[src/rtl/serial_adder_if.sv]
// Operand/result handshake bundle for serial_adder.
// The master side drives the operands and accepts the results; the slave side is the adder.
interface serial_adder_if #(
  parameter int WIDTH = 8
);
  logic             in_valid;
  logic             in_ready;
  logic [WIDTH-1:0] a;
  logic [WIDTH-1:0] b;
  logic             ci;
  logic             out_valid;
  logic             out_ready;
  logic [WIDTH-1:0] sum;
  logic             co;

  modport master (
    output in_valid, a, b, ci, out_ready,
    input  in_ready, out_valid, sum, co
  );

  modport slave (
    input  in_valid, a, b, ci, out_ready,
    output in_ready, out_valid, sum, co
  );
endinterface

[src/rtl/serial_adder.sv]
// Multi-cycle adder: sum = a + b + ci over WIDTH bits, DIGIT bits per clock, through one
// DIGIT-wide adder slice with a registered carry between steps.
module serial_adder_slice #(
  parameter int DIGIT = 1
) (
  input  logic [DIGIT-1:0] a,
  input  logic [DIGIT-1:0] b,
  input  logic             cin,
  output logic [DIGIT-1:0] s,
  output logic             cout
);
  assign {cout, s} = {1'b0, a} + {1'b0, b} + {{DIGIT{1'b0}}, cin};
endmodule

module serial_adder #(
  parameter int WIDTH = 8,
  parameter int DIGIT = 1
) (
  input  logic          clk,
  input  logic          rst,
  serial_adder_if.slave bus
);
  localparam int STEPS = WIDTH / DIGIT;
  localparam int CW    = (STEPS > 1) ? $clog2(STEPS) : 1;

  if (WIDTH < 1 || DIGIT < 1 || DIGIT > WIDTH || (WIDTH % DIGIT) != 0) begin : g_bad_cfg
    $error("serial_adder: WIDTH must be a positive multiple of DIGIT");
  end

  typedef enum logic [1:0] {IDLE, RUN, DONE} state_t;

  state_t           state, state_nxt;
  logic [WIDTH-1:0] a_sh, b_sh, psum, psum_nxt, sum_q;
  logic             carry, co_q;
  logic [CW-1:0]    cnt;
  logic [DIGIT-1:0] dsum;
  logic             dcarry;
  logic             last;

  serial_adder_slice #(.DIGIT(DIGIT)) u_slice (
    .a   (a_sh[DIGIT-1:0]),
    .b   (b_sh[DIGIT-1:0]),
    .cin (carry),
    .s   (dsum),
    .cout(dcarry)
  );

  // New digit enters at the top; after STEPS shifts the LSB digit lands at bit 0.
  assign psum_nxt = WIDTH'({dsum, psum} >> DIGIT);
  assign last     = (cnt == CW'(STEPS - 1));

  always_ff @(posedge clk or posedge rst) begin
    if (rst) state <= IDLE;
    else     state <= state_nxt;
  end

  always_comb begin
    state_nxt = state;
    case (state)
      IDLE:    if (bus.in_valid)  state_nxt = RUN;
      RUN:     if (last)          state_nxt = DONE;
      DONE:    if (bus.out_ready) state_nxt = IDLE;
      default:                    state_nxt = IDLE;
    endcase
  end

  always_ff @(posedge clk or posedge rst) begin
    if (rst) begin
      a_sh  <= '0;
      b_sh  <= '0;
      psum  <= '0;
      carry <= 1'b0;
      cnt   <= '0;
      sum_q <= '0;
      co_q  <= 1'b0;
    end else begin
      case (state)
        IDLE: if (bus.in_valid) begin
          a_sh  <= bus.a;
          b_sh  <= bus.b;
          carry <= bus.ci;
          cnt   <= '0;
        end
        RUN: begin
          a_sh  <= a_sh >> DIGIT;
          b_sh  <= b_sh >> DIGIT;
          psum  <= psum_nxt;
          carry <= dcarry;
          cnt   <= cnt + 1'b1;
          if (last) begin
            sum_q <= psum_nxt;
            co_q  <= dcarry;
          end
        end
        default: ;
      endcase
    end
  end

  // in_ready deliberately looks only at state and rst, never at the handshake inputs.
  assign bus.in_ready  = !rst && (state == IDLE);
  assign bus.out_valid = (state == DONE);
  assign bus.sum       = sum_q;
  assign bus.co        = co_q;
endmodule

[src/flat_wrapper.sv]
// flat-port wrapper written by rule: the top's interface ports become plain ports
module serial_adder_flat 
#(
  parameter int WIDTH = 8,
  parameter int DIGIT = 1
)
  (clk, rst, bus_in_valid, bus_a, bus_b, bus_ci, bus_out_ready, bus_in_ready, bus_out_valid, bus_sum, bus_co);
  serial_adder_if #(.WIDTH(WIDTH)) bus_i ();
  input  logic clk;
  input  logic rst;
  input wire logic [$bits(bus_i.in_valid)-1:0] bus_in_valid;
  input wire logic [$bits(bus_i.a)-1:0] bus_a;
  input wire logic [$bits(bus_i.b)-1:0] bus_b;
  input wire logic [$bits(bus_i.ci)-1:0] bus_ci;
  input wire logic [$bits(bus_i.out_ready)-1:0] bus_out_ready;
  output wire logic [$bits(bus_i.in_ready)-1:0] bus_in_ready;
  output wire logic [$bits(bus_i.out_valid)-1:0] bus_out_valid;
  output wire logic [$bits(bus_i.sum)-1:0] bus_sum;
  output wire logic [$bits(bus_i.co)-1:0] bus_co;
  assign bus_i.in_valid = bus_in_valid;
  assign bus_i.a = bus_a;
  assign bus_i.b = bus_b;
  assign bus_i.ci = bus_ci;
  assign bus_i.out_ready = bus_out_ready;
  assign bus_in_ready = bus_i.in_ready;
  assign bus_out_valid = bus_i.out_valid;
  assign bus_sum = bus_i.sum;
  assign bus_co = bus_i.co;
  serial_adder #(.WIDTH(WIDTH), .DIGIT(DIGIT)) u_core (.clk(clk), .rst(rst), .bus(bus_i));
endmodule
[config.mk]
export PLATFORM = sky130hd
export DESIGN_NAME = serial_adder_flat
export DESIGN_NICKNAME = d
export VERILOG_FILES = /design/src/rtl/serial_adder_if.sv /design/src/rtl/serial_adder.sv /design/src/flat_wrapper.sv
export SDC_FILE = /design/constraint.sdc
export NUM_CORES = 1
export LEC_CHECK = 0
export BUFFER_PORTS_ARGS = -buffer_cell sky130_fd_sc_hd__buf_4
export CELL_PAD_IN_SITES_DETAIL_PLACEMENT = 0
export CELL_PAD_IN_SITES_GLOBAL_PLACEMENT = 1
export CORE_MARGIN = 2
export CORE_UTILIZATION = 38
export DETAILED_ROUTE_END_ITERATION = 6
export GPL_TIMING_DRIVEN = 0
export PLACE_DENSITY = 0.71
export SLEW_MARGIN = 10
export SYNTH_ARGS = -nofsm -noshare
export SYNTH_HDL_FRONTEND = slang
export SYNTH_SLANG_ARGS = --single-unit
export TNS_END_PERCENT = 10
[constraint.sdc]
create_clock -name clk -period 1.4 [get_ports clk]
set_clock_uncertainty 0.2 [all_clocks]
set_input_delay 0.21 -clock clk [delete_from_list [all_inputs] [get_ports clk]]
set_output_delay 0.21 -clock clk [all_outputs]
set_load 0.1 [all_outputs]
==> summary.md, run 1 <==
| Metric | Value |
|---|---|
| Area Overhead vs Synth | `53.71%` |
| Count of cell types in the netlist | `24` |
| F_max | `0.5883 GHz` |
| DP Worst Slack | `-381.1 ps` |
| Post-DP HPWL | `2631 um` |
| Avg WL per Cell | `15.51 um` |
| Die Width | `71.95 um` |
| Power Dens Cells | `2401 nW/um2` |
| Share of cells above drive strength 1 | `0.4581` |
| Unrepaired setup endpoints after global routing | `true` |
| Final hold viol count | `41` |
| Hold Slack | `-115.9 ps` |
| CP required | `990 ps` |
| Clock Pin Slew Worst Setup and Hold Paths | `80 ps` |
| Cells after synthesis | `163` |
| Sink Count | `38` |
| Worst slew pin tran | `801.6 ps` |
| Placed Cells | `246` |
| CTS tree | `done` |
| Tcrit/Tclk final | `1.214` |
| Number of global-route vias before repair | `1518` |
| Minimum clock period | `1700 ps` |
| Number of port buffers | `31` |
| Peak supply drop | `0.9789 mV` |
| Status | `finished, violations left` |
| Total routed wirelength | `4328 um` |
| Clock Tree Root | `clkbuf_8` |
| Synthesized area | `1754 um2` |
| Ys Warns | `0` |
| Avg Inst Size Synth | `10.76 um2` |
| CTS Hold Bufs | `9` |
| Pins Over Slew Limit | `0` |
| Core area | `4414 um2` |
| Clock buffer count from CTS | `5` |
| Worst setup EP type | `output pin` |
| Initial Util | `0.3974` |
| Initial antenna violation count | `0` |
| Setup WS post-layout | `-299.9 ps` |
| Largest net degree at the start of global routing | `39` |
| First-pass GRT wire length | `7245 um` |
| Worst path arrival time | `1290 ps` |
| DIE AREA | `5176 um2` |
| Worst-skew pair later-pin latency | `300 ps` |
| Element type at the critical path start | `register` |
| Total gr overflow | `0` |
| Cells on worst reg2reg path | `6` |
| Final nets | `250` |
| Max FO, Critical Path | `6` |
| Via count | `1495` |
| Routability cong. | `0.8024` |
| Max_cap viols | `0` |
| Syn nets | `187` |
| Initial DRC count | `26` |
| Pleak | `0.001217 uW` |
| Post-route DRC | `0` |
| Number of filler cells placed in the layout | `358` |
| WS Path Type | `register to output pin` |
| Die Ht | `71.95 um` |
| Failing checks | `hold timing, setup timing` |
| Pre-antenna DRT Iters | `4` |
| Final core utilization | `0.6108` |
| # diodes | `0` |
| Final setup viols | `34` |
| Num rows | `24` |
| Final Non-Filler Cells | `279` |
| Setup Total Neg Slack | `-3870 ps` |
| Rel. slew slack | `0.4648` |
| Worst hold path type | `input pin to async pin` |
| Boundary pin count | `32` |
| H-tree Lvls | `2` |
| Count of state elements after synthesis | `38` |
| Mean number of vias per cell | `5.358` |
| Max clock buf depth | `2` |
| Total track usage | `0.1797` |
| Sequential element share of the synthesized area | `0.5421` |
| Final ANT Viol Nets | `0` |
repair_timing:
| item | in CTS | in global routing |
|---|---|---|
| endpoints found under the hold margin | 47 | 38 |
| cloned | 1 | 1 |
| pin swaps | 6 | 11 |
| setup buffers | 8 | 7 |
| resized for setup | 35 | 32 |
| setup endpoints to repair | 32 | 40 |
Yosys cell counts:
library cell  count  area, um2
nor2_1            9      33.78
o31ai_1           1      7.510
nor2b_1           1      6.260
nor2b_4           1      13.76
nand2b_1          2      12.51
clkbuf_1          3      11.26
buf_2             5      25.02
inv_1             2      7.510
or2_2             1      6.260
nand2_1          24      90.09
buf_6             3      33.78
nand2_8           1      20.02
nor3_1           28      140.1
fa_1              1      20.02
o21ai_0           6      30.03
a22o_1            2      17.52
mux2_4            9      135.1
clkinv_1          1      3.750
dfrtp_1          38      950.9
buf_4             1      7.510
mux2i_1           1      10.01
ha_1              2      25.02
o22ai_1          15      93.84
o32ai_1           6      52.55
sequential cells by signal, indices dropped and copies added (netlist names):
register / cells
u_core.cnt: 3
u_core.psum: 7
u_core.bus.sum: 8
u_core.bus.co: 1
u_core.state: 2
u_core.b_sh: 8
u_core.a_sh: 8
u_core.carry: 1
cells by family (layout without fill, tap and decap cells):
family | count (synthesis) | count (layout) | synth area share
compound gates | 30 | 30 | 0.1148
buf+inv | 15 | 78 | 0.05064
mux | 10 | 10 | 0.08274
fa+ha+maj | 3 | 3 | 0.02568
simple gates | 67 | 68 | 0.1840
flops | 38 | 38 | 0.5421
report_power, final:
group	total [uW]	switching, uW	leakage, uW	internal (uW)
clock network	818	422	0.0000472	396
logic	3640	2080	0.000709	1560
registers	2010	400	0.000461	1610
worst max-delay path, stage by stage, from the launching register on:
cell and delay (ps):
dfrtp_1 350, buf_6 150, clkinv_8 70, buf_12 130, nor2_4 120, buf_12 180
layer usage:
metal / vias up / wire length [um] / GRT usage
met5: - / 0 / 0
met4: 0 / 38 / 0.05241
met3: 4 / 204 / 0.04167
met2: 39 / 2167 / 0.3066
met1: 740 / 1917 / 0.2288
li1: 712 / - / -
final timing paths:
path | from | to | slack, ps
hold / removal | rst | u_core.a_sh[7] | -120
setup reg to reg | u_core.state[1] | u_core.bus.co | -200
setup / recovery | u_core.state[1] | bus_out_valid | -300
hold reg to reg | u_core.psum[1] | u_core.psum[1] | 290
min in group clk | bus_b[1] | u_core.b_sh[1] | -10
max in group asynchronous | rst | u_core.b_sh[3] | 600
metrics by stage:
stage	total power [uW]	area (um2)
2_1_floorplan	4204	1787
3_3_place_gp	4757	2085
3_5_place_dp	4831	2085
4_1_cts	6028	2472
5_1_grt	6846	2696
6_report	6473	2696
cells in the final DEF, fill, tap and decap left out, types with 2 or more instances in the layout:
cell type and instances:
a22o_1 2, buf_12 5, buf_4 39, buf_6 7, buf_8 4, clkbuf_8 6
dfrtp_1 38, dlygate4sd3_1 9, mux2_4 9, nand2_1 24, nand2b_4 2, nor2_1 8
nor3_1 16, nor3_2 9, nor3_4 3, o21ai_0 5, o22ai_1 11, o22ai_2 4
o32ai_1 3, o32ai_2 2
area by class of cell:
type                    instances  area (um2)  share of cell area
plain buffers                  11       150.1             0.05568
clock buffers                   6       82.58             0.03063
clock inverters                 2       12.51            0.004640
inverters                       3       23.77            0.008817
multi-input cells             111       903.4              0.3350
flip-flops and latches         38       950.9              0.3527
well taps                      52       65.06             0.02413
repair buffers                 56       508.0              0.1884
Note: power is estimated with default switching activity, not from simulation.
==> run 2: changes to the inputs <==
- CORE_ASPECT_RATIO: default -> 0.9
==> run 2 against run 1 <==
  * The run still ends with hold timing, setup timing left
  * Hold slack gained 14 ps
  * Sequential share of layout area grew 0.82 points
  * Setup slack gained 42 ps
  * Die area is essentially flat
  * Cell count grew 1.1%
  * Global-route usage grew 1.5 points
  * Core utilization shrank 2.0 points
  * Register-to-register slack lost 40 ps
==> summary.md, run 2 (same netlist as run 1, synthesis figures left out) <==
| Metric | Value |
|---|---|
| Worst path cell trace | `buf_6, buf_8, nor3_4, buf_12` |
| Clock buffer count from CTS | `5 (unchanged)` |
| Number of global-route vias before repair | `1547 (+1.9%)` |
| CTS tree | `done` |
| Initial Util | `0.3933 (-0.004124)` |
| # diodes | `0 (unchanged)` |
| Worst hold path type | `input pin to async pin` |
| Status | `finished, violations left` |
| Max FO, Critical Path | `3 (-3)` |
| Hold Slack | `-101.9 ps (+14.02 ps)` |
| H-tree Lvls | `2 (unchanged)` |
| Total track usage | `0.1950 (+0.01528)` |
| CP startpoint | `u_core.state[0]` |
| Worst path arrival time | `1250 ps (-40 ps)` |
| CP endpoint | `bus_in_ready` |
| Post-DP HPWL | `2897 um (+10%)` |
| Routability cong. | `0.8062 (+0.47%)` |
| CP max stage cell | `dfrtp_1` |
| Commonest non-fill, non-tap cell in the layout | `dfrtp_1` |
| Avg WL per Cell | `15.82 um (+2.0%)` |
| Max clock buf depth | `2 (unchanged)` |
| Cells on worst reg2reg path | `6 (unchanged)` |
| Worst-skew pair later-pin latency | `290 ps (about the same)` |
| Clock Tree Root | `clkbuf_8` |
| Max_cap viols | `0 (unchanged)` |
| Die Ht | `68.46 um (-4.9%)` |
| Share of cells above drive strength 1 | `0.4364 (-0.02179)` |
| Core area | `4461 um2 (+1.0%)` |
| Final setup viols | `36 (+5.9%)` |
| Via count | `1473 (-1.5%)` |
| CP max stage delay | `370 ps (+20 ps)` |
| Initial DRC count | `46 (+77%)` |
| First-pass GRT wire length | `7445 um (+2.8%)` |
| Die Width | `75.62 um (+5.1%)` |
| Post-route DRC | `0 (unchanged)` |
| Reg-to-Reg End | `u_core.bus.sum[6]` |
| Failing checks | `hold timing, setup timing` |
| Pre-antenna DRT Iters | `5 (+1)` |
| F_max | `0.6032 GHz (+2.5%)` |
| Worst slew pin tran | `802.1 ps (+0.4623 ps)` |
| Total gr overflow | `0 (unchanged)` |
| Tcrit/Tclk final | `1.184 (-0.03008)` |
| CP required | `990 ps (about the same)` |
| Area Overhead vs Synth | `50.21%` |
| Largest net degree at the start of global routing | `39 (unchanged)` |
| Boundary pin count | `32 (unchanged)` |
| Number of filler cells placed in the layout | `380 (+6.1%)` |
| Rel. slew slack | `0.4645 (about the same)` |
| Most frequent cells in the layout | `dfrtp_1, buf_4, nand2_1, nor3_1, o22ai_1` |
| Element type at the critical path start | `register` |
| Pleak | `0.001191 uW (-2.1%)` |
| CTS Hold Bufs | `7 (-2)` |
| Setup Total Neg Slack | `-4735 ps (-865.1 ps)` |
| Final nets | `243 (-2.8%)` |
| Setup WS post-layout | `-257.8 ps (+42.12 ps)` |
| Mean number of vias per cell | `5.223 (-2.5%)` |
| Number of port buffers | `31 (unchanged)` |
| WS Path Type | `register to output pin` |
| Total routed wirelength | `4462 um (+3.1%)` |
| Reg-to-reg startpoint | `u_core.state[1]` |
| Clock Pin Slew Worst Setup and Hold Paths | `80 ps (about the same)` |
| Unrepaired setup endpoints after global routing | `true` |
| Worst setup EP type | `output pin` |
| Final hold viol count | `38 (-7.3%)` |
| Overall Power | `6585 uW (+1.7%)` |
| Sink Count | `38 (unchanged)` |
| Pins Over Slew Limit | `0 (unchanged)` |
| DIE AREA | `5177 um2 (about the same)` |
| Minimum clock period | `1658 ps (-42.12 ps)` |
| Initial antenna violation count | `0 (unchanged)` |
| Num rows | `23 (-4.2%)` |
| Final ANT Viol Nets | `0 (unchanged)` |
| Peak supply drop | `0.9034 mV (-7.7%)` |
| Power Dens Cells | `2499 nW/um2 (+4.1%)` |
| Worst R2R Setup Slack | `-240 ps (-40 ps)` |
## run 2: per-stage QoR
step	std cells	worst slack [ps]	instance area, um2	utilization
floorplan	163	-357.9	1787	-
global placement	256	-415.9	2097	0.4701
detailed placement	256	-409.1	2097	0.4701
CTS	278	-297.0	2495	0.5593
global route	282	-309.5	2635	0.5907
finish	282	-257.8	2635	0.5907
## run 2: area by class of cell
cell class	count	area [um2]	share of cell area
timing repair buffer	48	430.4	0.1633
multi-input combinational	111	869.6	0.3300
tap	62	77.57	0.02944
clock buffer	6	82.58	0.03134
sequential	38	950.9	0.3609
buffer	12	140.1	0.05318
inverter	3	23.77	0.009022
clock inverter	2	60.06	0.02279
## run 2: critical path: cells and delay by family, from the launching register on
kind	cells	cell delay (ps)
buffers and inverters	3	440
DFF	1	370
and+or+nand+nor	1	140
## run 2: worst min path at each step
| stage | endpoint | from |
|---|---|---|
| 6_report | u_core.bus.co | rst |
| 5_1_grt | u_core.bus.co | rst |
| 4_1_cts | u_core.a_sh[3] | rst |
| 3_5_place_dp | u_core.state[1] | bus_out_ready |
| 3_3_place_gp | u_core.state[1] | bus_out_ready |
| 2_1_floorplan | u_core.state[1] | bus_out_ready |
## run 2: power by group
part	total [uW]	switching, uW	internal (uW)	leakage, uW
logic	3420	2040	1380	0.000659
clock network	1140	385	760	0.0000714
registers	2020	406	1610	0.000461
total	6590	2830	3750	0.00119
## run 2: layer usage
metal,part of all wire,vias to the layer above,routed length (um),GRT usage
li1,-,696,-,-
met1,0.46,741,2068,0.2537
met2,0.50,32,2209,0.3228
met3,0.031,4,140,0.05007
met4,0.0099,0,44,0.05263
met5,0,-,0,0
## run 2: timing repair
item / CTS / global route
setup endpoints to repair: 37 / 40
pin swaps: 7 / 3
setup buffers: 7 / 3
hold endpoints to repair: 45 / 38
gates resized for setup: 32 / 22
gates cloned: 0 / 1
==> run 3: changes to the inputs <==
- SETUP_SLACK_MARGIN: default -> 0.5
==> run 3 against run 2 <==
  * The run still ends with hold timing, setup timing left
  * Non-clock buffer count down 4
  * Total power up 4.2%
  * Hold slack got worse by 83 ps
  * Fmax down 0.54%
  * Cell count decreased by 1.4%
  * Global-route usage decreased by 0.66 points
  * Sequential cell count stayed put
  * Critical path type unchanged
==> summary.md, run 3 (same netlist as run 1, synthesis figures left out) <==
| Metric | Value |
|---|---|
| Cell Int Power | `3876 uW (+3.3%)` |
| CTS tree | `done` |
| Switching share of total power | `0.4349 (+0.004652)` |
| Routability cong. | `0.7663 (-4.9%)` |
| First-pass GRT wire length | `7113 um (-4.5%)` |
| Num rows | `23 (unchanged)` |
| Worst slew pin tran | `676.0 ps (-126.1 ps)` |
| Worst path cell trace | `buf_6, clkinv_8, buf_8, nor2_4, buf_12` |
| Clk network pwr share | `0.134 (-0.040)` |
| Setup Total Neg Slack | `-6193 ps (-1457 ps)` |
| Worst path arrival time | `1260 ps (about the same)` |
| NetSw | `2983 uW (+5.3%)` |
| Final ANT Viol Nets | `0 (unchanged)` |
| Setup WS post-layout | `-266.9 ps (-9.043 ps)` |
| Worst path buffer plus inverter count | `4 (+1)` |
| Final hold viol count | `45 (+18%)` |
| CP max stage cell | `dfrtp_1` |
| Total track usage | `0.1884 (-0.006619)` |
| Pre-antenna DRT Iters | `5 (unchanged)` |
| Clock Tree Root | `clkbuf_8` |
| Final core utilization | `0.6123 (+0.02160)` |
| Initial DRC count | `58 (+26%)` |
| Rel. slew slack | `0.5488 (+0.08433)` |
| Comb power frac | `0.561 (+0.041)` |
| Initial Util | `0.3933 (unchanged)` |
| Sink Count | `38 (unchanged)` |
| Max_cap viols | `0 (unchanged)` |
| Failing checks | `hold timing, setup timing` |
| Element type at the critical path start | `register` |
| Post-route DRC | `0 (unchanged)` |
| Final setup viols | `36 (unchanged)` |
| Overall Power | `6859 uW (+4.2%)` |
| Number of filler cells placed in the layout | `373 (-1.8%)` |
| Clock buffer count from CTS | `5 (unchanged)` |
| Power Dens Cells | `2511 nW/um2 (+0.49%)` |
| Worst-skew pair later-pin latency | `290 ps (about the same)` |
| Number of port buffers | `31 (unchanged)` |
| H-tree Lvls | `2 (unchanged)` |
| Unrepaired setup endpoints after global routing | `true` |
| Boundary pin count | `32 (unchanged)` |
| Hold Slack | `-184.5 ps (-82.60 ps)` |
| Number of global-route vias before repair | `1466 (-5.2%)` |
| Largest net degree at the start of global routing | `39 (unchanged)` |
| Die Width | `75.62 um (unchanged)` |
| Pleak | `0.001215 uW (+2.0%)` |
| Share of cells above drive strength 1 | `0.5046 (+0.06827)` |
| Final nets | `239 (-1.6%)` |
| Worst setup EP type | `output pin` |
| Clock Pin Slew Worst Setup and Hold Paths | `70 ps (about the same)` |
| Minimum clock period | `1667 ps (+9.043 ps)` |
| Mean number of vias per cell | `5.201 (-0.42%)` |
| Worst R2R Setup Slack | `-260 ps (-20 ps)` |
| Commonest non-fill, non-tap cell in the layout | `dfrtp_1` |
| Max FO, Critical Path | `4 (+1)` |
| Most frequent cells in the layout | `dfrtp_1, buf_4, nand2_1, nor3_1, buf_12` |
| Core area | `4461 um2 (unchanged)` |
| Peak supply drop | `1.073 mV (+19%)` |
| DIE AREA | `5177 um2 (unchanged)` |
| CP max stage delay | `350 ps (-20 ps)` |
| Die Ht | `68.46 um (unchanged)` |
| WS Path Type | `register to output pin` |
| Reg power frac | `0.305 (about the same)` |
| F_max | `0.5999 GHz (-0.54%)` |
| Initial antenna violation count | `0 (unchanged)` |
| CP required | `990 ps (about the same)` |
| Max clock buf depth | `2 (unchanged)` |
| Avg WL per Cell | `16.34 um (+3.3%)` |
| Post-DP HPWL | `2658 um (-8.3%)` |
| DP Worst Slack | `-170.4 ps (+238.6 ps)` |
| Worst hold path type | `input pin to async pin` |
| Worst path top cell family by delay | `buffers and inverters` |
| # diodes | `0 (unchanged)` |
| Tcrit/Tclk final | `1.191 (+0.006459)` |
| Pins Over Slew Limit | `0 (unchanged)` |
| Via count | `1446 (-1.8%)` |
| Status | `finished, violations left` |
| Total routed wirelength | `4543 um (+1.8%)` |
| Area Overhead vs Synth | `55.71%` |
| Total gr overflow | `0 (unchanged)` |
-- run 3: changes by cell type in the layout (fill, tap and decap cells not counted), moves of 7 or more --
cell	previous run	this run
buf_12	5	12
dlygate4sd3_1	7	0
buf_4	35	27
o22ai_1	15	7
o22ai_2	0	8
-- run 3: per-layer routing --
metal	vias up	GRT usage	wire [um]
li1	687	-	-
met1	724	0.2281	1925
met2	29	0.3337	2400
met3	6	0.04418	164
met4	0	0.05263	53
met5	-	0	0
-- run 3: power by group through the flow --
stage                     Combinational (uW)  Sequential, uW  Clock (uW)
after floorplan                         1480            2770           0
after global placement                  2830            1970           0
after detailed placement                2900            2000           0
after CTS                               3610            2060         945
after global routing                    4100            2160         990
final                                   3850            2090         919
-- run 3: cell type report --
cell class	instances	area (um2)	share of cell area
clock buffer	5	68.82	0.02519
multi-input combinational	111	943.4	0.3454
buffer	12	126.4	0.04627
tap	62	77.57	0.02840
sequential	38	950.9	0.3481
clock inverter	3	40.04	0.01466
inverter	3	25.02	0.009162
timing repair buffer	44	499.2	0.1828
-- run 3: metrics by stage --
stage          instance area [um2]  std cells
2_1_floorplan                 1813        163
3_3_place_gp                  2123        256
3_5_place_dp                  2123        256
4_1_cts                       2606        275
5_1_grt                       2731        278
6_report                      2731        278
-- run 3: path summary, 6_finish.rpt --
path	from	to	cells after the start
worst min-delay path	rst	u_core.b_sh[7]	2
min in group clk	bus_out_ready	u_core.state[1]	2
worst max register to register	u_core.state[1]	u_core.a_sh[0]	7
max in group asynchronous	rst	u_core.b_sh[2]	2
worst max-delay path	u_core.state[1]	bus_out_valid	5
worst min register to register	u_core.psum[1]	u_core.psum[1]	2
-- run 3: what timing repair did --
action | 4_1_cts | 5_1_grt
cloned | 2 | 1
setup buffers | 9 | 2
resized for setup | 71 | 20
endpoints found under the hold margin | 46 | 42
setup endpoints to repair | 49 | 87
pin swaps | 11 | 11
